$ cat src/rtl/alu_mul_seq.sv
// alu_mul_seq: iterative shift-add MUL sequencer that time-shares the EX-stage ALU adder
module alu_mul_seq #(
  parameter int          XLEN   = 32,
  parameter logic [3:0]  ADD_OP = 4'd0
) (
  input  logic            i_clk,
  input  logic            i_rst_n,
  input  logic            i_valid,
  output logic            o_ready,
  input  logic [XLEN-1:0] i_op_a,
  input  logic [XLEN-1:0] i_op_b,
  input  logic            i_flush,
  output logic            o_valid,
  input  logic            i_ready,
  output logic [XLEN-1:0] o_result,
  output logic            o_busy,
  output logic [XLEN-1:0] o_alu_a,
  output logic [XLEN-1:0] o_alu_b,
  output logic [3:0]      o_alu_op,
  input  logic [XLEN-1:0] i_alu_data
);
  localparam int CW = $clog2(XLEN);
  typedef enum logic [1:0] {IDLE, RUN, DONE} state_t;
  state_t state, state_nx;
  logic [XLEN-1:0] acc, mcand, mplier;
  logic [CW-1:0] cnt;
  logic accept, last, run;
  assign run    = state == RUN;
  assign accept = state == IDLE && i_valid && !i_flush;
  // Stop as soon as no multiplier bits remain above the one consumed this cycle.
  assign last   = mplier[XLEN-1:1] == '0 || cnt == CW'(XLEN-1);
  always_comb begin
    state_nx = state;
    state_nx = i_flush       ? IDLE
             : state == IDLE ? (i_valid ? (i_op_b != '0 ? RUN : DONE) : IDLE)
             : run           ? (last ? DONE : RUN)
             : (i_ready ? IDLE : DONE);
  end
  always_ff @(posedge i_clk or negedge i_rst_n) begin
    if (!i_rst_n) begin
      state  <= IDLE;
      acc    <= '0;
      mcand  <= '0;
      mplier <= '0;
      cnt    <= '0;
    end else begin
      state <= state_nx;
      if (accept) begin
        acc    <= '0;
        mcand  <= i_op_a;
        mplier <= i_op_b;
        cnt    <= '0;
      end else if (run) begin
        if (mplier[0]) acc <= i_alu_data;
        mcand  <= mcand << 1;
        mplier <= mplier >> 1;
        cnt    <= cnt + 1'b1;
      end
    end
  end
  assign o_ready  = state == IDLE && i_rst_n && !i_flush;
  assign o_valid  = state == DONE;
  assign o_busy   = state != IDLE;
  assign o_result = o_valid ? acc : '0;
  assign o_alu_a  = run ? acc : '0;
  assign o_alu_b  = run ? mcand : '0;
  assign o_alu_op = ADD_OP;
endmodule

$ cat config.mk
export PLATFORM = sky130hd
export DESIGN_NAME = alu_mul_seq
export DESIGN_NICKNAME = d
export VERILOG_FILES = /design/src/rtl/alu_mul_seq.sv
export SDC_FILE = /design/constraint.sdc
export NUM_CORES = 1
export LEC_CHECK = 0
export ABC_AREA = 0
export CELL_PAD_IN_SITES_DETAIL_PLACEMENT = 1
export CELL_PAD_IN_SITES_GLOBAL_PLACEMENT = 2
export CORE_ASPECT_RATIO = 0.7
export CORE_MARGIN = 2
export CORE_UTILIZATION = 26
export DETAILED_ROUTE_END_ITERATION = 6
export GPL_ROUTABILITY_DRIVEN = 0
export GPL_TIMING_DRIVEN = 0
export HOLD_SLACK_MARGIN = 0.06
export PLACE_DENSITY_LB_ADDON = 0.15
export SLEW_MARGIN = 20
export SYNTH_ARGS = -nofsm -noshare
export SYNTH_HDL_FRONTEND = slang
export SYNTH_SLANG_ARGS = --single-unit
export TNS_END_PERCENT = 5
$ cat constraint.sdc
create_clock -name i_clk -period 4.3 [get_ports i_clk]
set_input_delay 1.29 -clock i_clk [delete_from_list [all_inputs] [get_ports i_clk]]
set_output_delay 1.29 -clock i_clk [all_outputs]
set_load 0.02 [all_outputs]
### Word level (Yosys, flattened, before mapping)

Index checks and enable logic that the tools add are counted.

* register bits after elaboration: 103
* bits of input ports: 101
* output and inout bits: 103
* logic and storage cells: 41

* add/subtract/negate cells: 1
* eq/ne operators: 3
* multiplexer cells: 19
* reduce and logical (&&, ||, !) cells: 13

Operators with widths (number)
* $mux W32: 10
* $reduce_bool A32 Y1: 1
* $logic_not A31 Y1: 1
* $mux W2: 7
* $mux W5: 2
* $reduce_bool A2 Y1: 3
* $add A5 B1 Y5 const B: 1
* $eq A5 B5 Y1 const B: 1
* $logic_and A1 B1 Y1: 4
* $eq A2 B1 Y1 const B: 1
* $eq A2 B2 Y1 const B: 1
* $logic_not A2 Y1: 1
* $reduce_and A2 Y1: 1
* $logic_not A1 Y1: 1
* $logic_or A1 B1 Y1: 1

### Logic depth before layout (Yosys ltp)

* depth after elaboration: 6
* mapped depth: 6
* gate-level depth less buffers: 6

### Least setup slack after synthesis

No wires, ideal clock.

* kind: input -> output
* start point: in i_rst_n
* end point: out o_ready
* arrival: 1811 ps
* required time: 3010 ps
* path slack: 1199 ps
* cell stages on the path: 1
* buffers on the path: 0
* cell sequence: nor3b_1

* longest elaborated chain between the ends: 2

RTL lines
* from (decl): line 7 `input logic i_rst_n,`
* $logic_and A1 B1 Y1 (2 in a row): line 61 `assign o_ready = state == IDLE && i_rst_n && !i_flush;`
* to (decl): line 9 `output logic o_ready,`

No other way between the ends.

### Final worst setup path

Ends and elaborated chain as after synthesis.

==> impl_results.md <==
* CTS sink cnt at 103
* Vias per cell at ~4.6
* Worst hold slack at roughly 0.51 ns
* CP Class: in2out
* Gr ovfl total at 0
* H-tree Lvls at 3
* Routed wire length at between 15000 and 20000 um
* Post-layout min period at between 4 and 5 ns
* Clock-pin slew on the worst setup and hold paths at roughly 0.070 ns
* Final ANT Viol Nets at 0
* Buf+Inv Stages, Crit Path at 3
* Fin. max-slew vios at 0
* Switching power total at about 1400 uW
* Int Pwr at ~2400 uW
* Worst EP arrival at 2.77 ns
* Hold buffers post-CTS at 0
* Largest net degree at the start of global routing at 70
* 1st-pass router iterations at 4
* Critical Path RT at between 3 and 4 ns
* Die width at roughly 170 um
* Worst skew pair latency at 0.35 ns
* Clk pwr share at 0.203
* DRC viols at 0
* Worst-Margin Slew at 0.6854 ns
* Full die area at 20580 um2
* Die H at ~120 um
* Top-Level Pins at around 200
* DR vias at 4886
* Setup_tns at 0 ns
* Maximum vdd drop at about 0.2 mV
* RSZ-0062 raised after global routing: no
* CTS tree: done
* Family with the most delay on the worst path: buffers and inverters
* Rel. slew slack at 0.5411
* Post-CTS Repair Setup Buffers at 0
* Max FO, Critical Path at 37
* CP max-delay cell: clkdlybuf4s50_1
* Post_cts resized at 0
* P per Cell Area at around 490 nW/um2
* Non-Filler Instances at about 1100
* Hold Crit Class: reg2reg
* Post-Syn Area at 5051 um2
* FMAX at around 250 MHz
* Top-count cell post-synth: nand2_1
* Setup violators final at 0
* Initial antenna violation count at 2
* Seq cells post-synth at slightly above 100
* Yosys top cell by area: dfrtp_1
* Pre-CTS setup slack at a little over 0.09 ns
* Area growth, synth to finish at 52.59%
* Drt first-iter violations at a little over 200
* Post-synth EDFFs at 0
* Post-synthesis cell type count at 27
* CP max stage delay at about 0.64 ns
* DR WL/cell at about 17 um
* Reg area at around 2600 um2
* Syn_area_per_cell at roughly 8.6 um2
* Root Driver: clkbuf_16
* Core area at roughly 19000 um2
* Commonest cells in the netlist: 168 x nand2_1, 103 x dfrtp_1, 97 x and2_1
* Top FF cell, synth: dfrtp_1
* Synth async-reset ratio at 1.000
* Final hold violations at 0
* Lkg Pwr at between 0.003 and 0.004 uW
* Final Cycle Share at 0.9432
* Proportion of layout cells with a drive suffix above 1 at 0.05198
* Sequential area share after synthesis at 0.5103
* Yosys warnings at 0
* Row Count at 42
* Gr usage total at 0.1815
* Fraction of power consumed by sequential logic at 0.447
* Initial cell density of the core at 0.2663
* Vias in the first global route at between 5000 and 6000
* Sw frac at 0.3684
* Comb pwr share at 0.350
* Post-Place Cells at 1055
* CP endpoint kind: primary output
* Num CTS Buffers at 9
* Global-route wire length before repair at roughly 29000 um
* CP startpoint kind: input port
* Leading post-synthesis cells by cell area: dfrtp_1 51%, nand2_1 12%, and2_1 12%
* Top cell type's share of synthesized area at 0.5103
* Max clock buf depth at 2
* NumNets Final at roughly 900
* HPWL after DPL at 13950 um
* Setup ws final at ~0.24 ns
* Synth Instances at 588
* Layout Skew at 0.008071 ns
* Max_cap viols at 0
* Area occupied by multi-input gates at approximately 2300 um2
* # port buffers at 199
* Critical-path cell list: buf_6, buf_16, nor3b_1, clkdlybuf4s50_1
* Fillers at ~2200
* Outcome: completed
[routing by layer]
metal	vias up	GRT usage	wire length, um	part of all wire
met1	2355	0.2451	8584	0.47
met3	11	0.07725	1806	0.099
met2	139	0.2730	7779	0.43
met5	-	0	13	0.00071
met4	2	0.03205	119	0.0065
li1	2379	-	-	-
[area by class of cell]
| class | instances | share of cell area |
|---|---|---|
| antenna | 1 | 0.0003247 |
| timing repair buffer | 201 | 0.2654 |
| clock buffer | 11 | 0.03019 |
| sequential | 103 | 0.3344 |
| tap | 264 | 0.04286 |
| clock inverter | 5 | 0.004383 |
| buffer | 46 | 0.02760 |
| inverter | 1 | 0.0004870 |
| multi-input combinational | 441 | 0.2943 |
[power groups by stage]
stage | sequential (uW) | combinational, uW | clock [uW]
2_1_floorplan | 1590 | 799 | 0
3_3_place_gp | 1680 | 1280 | 0
3_5_place_dp | 1700 | 1330 | 0
4_1_cts | 1680 | 1340 | 800
5_1_grt | 1740 | 1490 | 834
6_report | 1680 | 1320 | 764
[kinds of logic (layout without fill, tap and decap cells)]
| logic type | count (synthesis) | count (layout) | share of synthesized area |
|---|---|---|---|
| XOR/XNOR | 2 | 2 | 0.003469 |
| AO/OA/AOI/OAI | 135 | 135 | 0.1501 |
| AND/OR/NAND/NOR | 298 | 298 | 0.2876 |
| buffers and inverters | 47 | 264 | 0.04285 |
| flip-flops | 103 | 103 | 0.5103 |
| adder cells (fa/ha/maj) | 2 | 2 | 0.004953 |
| other | 1 | 5 | 0.0007424 |
[cell usage in the layout (no fill, tap or decap), types with 2 or more instances in the layout]
cell type        instances
clkinv_2                 2
a21oi_1                 64
buf_2                   17
nor3_1                   2
a22oi_1                 31
clkbuf_16               10
buf_4                    5
nor2_1                   4
nand2_1                168
nand4_1                  5
ha_1                     2
dfrtp_1                103
xor2_1                   2
and2_1                  97
nor4_1                  15
o21ai_0                 34
o21ai_1                  5
buf_1                    4
clkinvlp_4               2
conb_1                   4
clkdlybuf4s50_1        198
clkbuf_1                22
[sequential cells by signal, summed over array words and instances (netlist names)]
name and count:
state 2, acc 32, mcand 32, cnt 5, mplier 32
[worst reg2reg max path, stage by stage (launching register included)]
cell     delay (ns)
dfrtp_1        0.46
nor4b_4        0.66
buf_2          0.40
buf_2          0.30
nand2_1        0.08
o21ai_1        0.08
[final timing paths]
check / cells past startpoint / slack, ns / to / from
worst min-delay path: 2 / 0.51 / mplier[0]$_DFFE_PN0P_ / mplier[0]$_DFFE_PN0P_
worst min register to register: 2 / 0.51 / mplier[0]$_DFFE_PN0P_ / mplier[0]$_DFFE_PN0P_
min in group asynchronous: 1 / 0.85 / mcand[5]$_DFFE_PN0P_ / i_rst_n
max in group asynchronous: 2 / 2.87 / cnt[2]$_DFFE_PN0P_ / i_rst_n
worst max register to register: 5 / 2.24 / mcand[25]$_DFFE_PN0P_ / state[1]$_DFF_PN0_
worst max-delay path: 4 / 0.24 / o_ready / i_rst_n
[metrics by stage]
stage | instance area (um2) | utilization | total power (uW)
after global routing | 7705 | 0.4061 | 4064
after global placement | 7385 | 0.3893 | 2951
after floorplan | 5062 | - | 2389
after CTS | 7680 | 0.4048 | 3821
after detailed placement | 7413 | 0.3908 | 3028
final | 7707 | 0.4063 | 3759
Note: power is estimated with default switching activity, not from simulation.
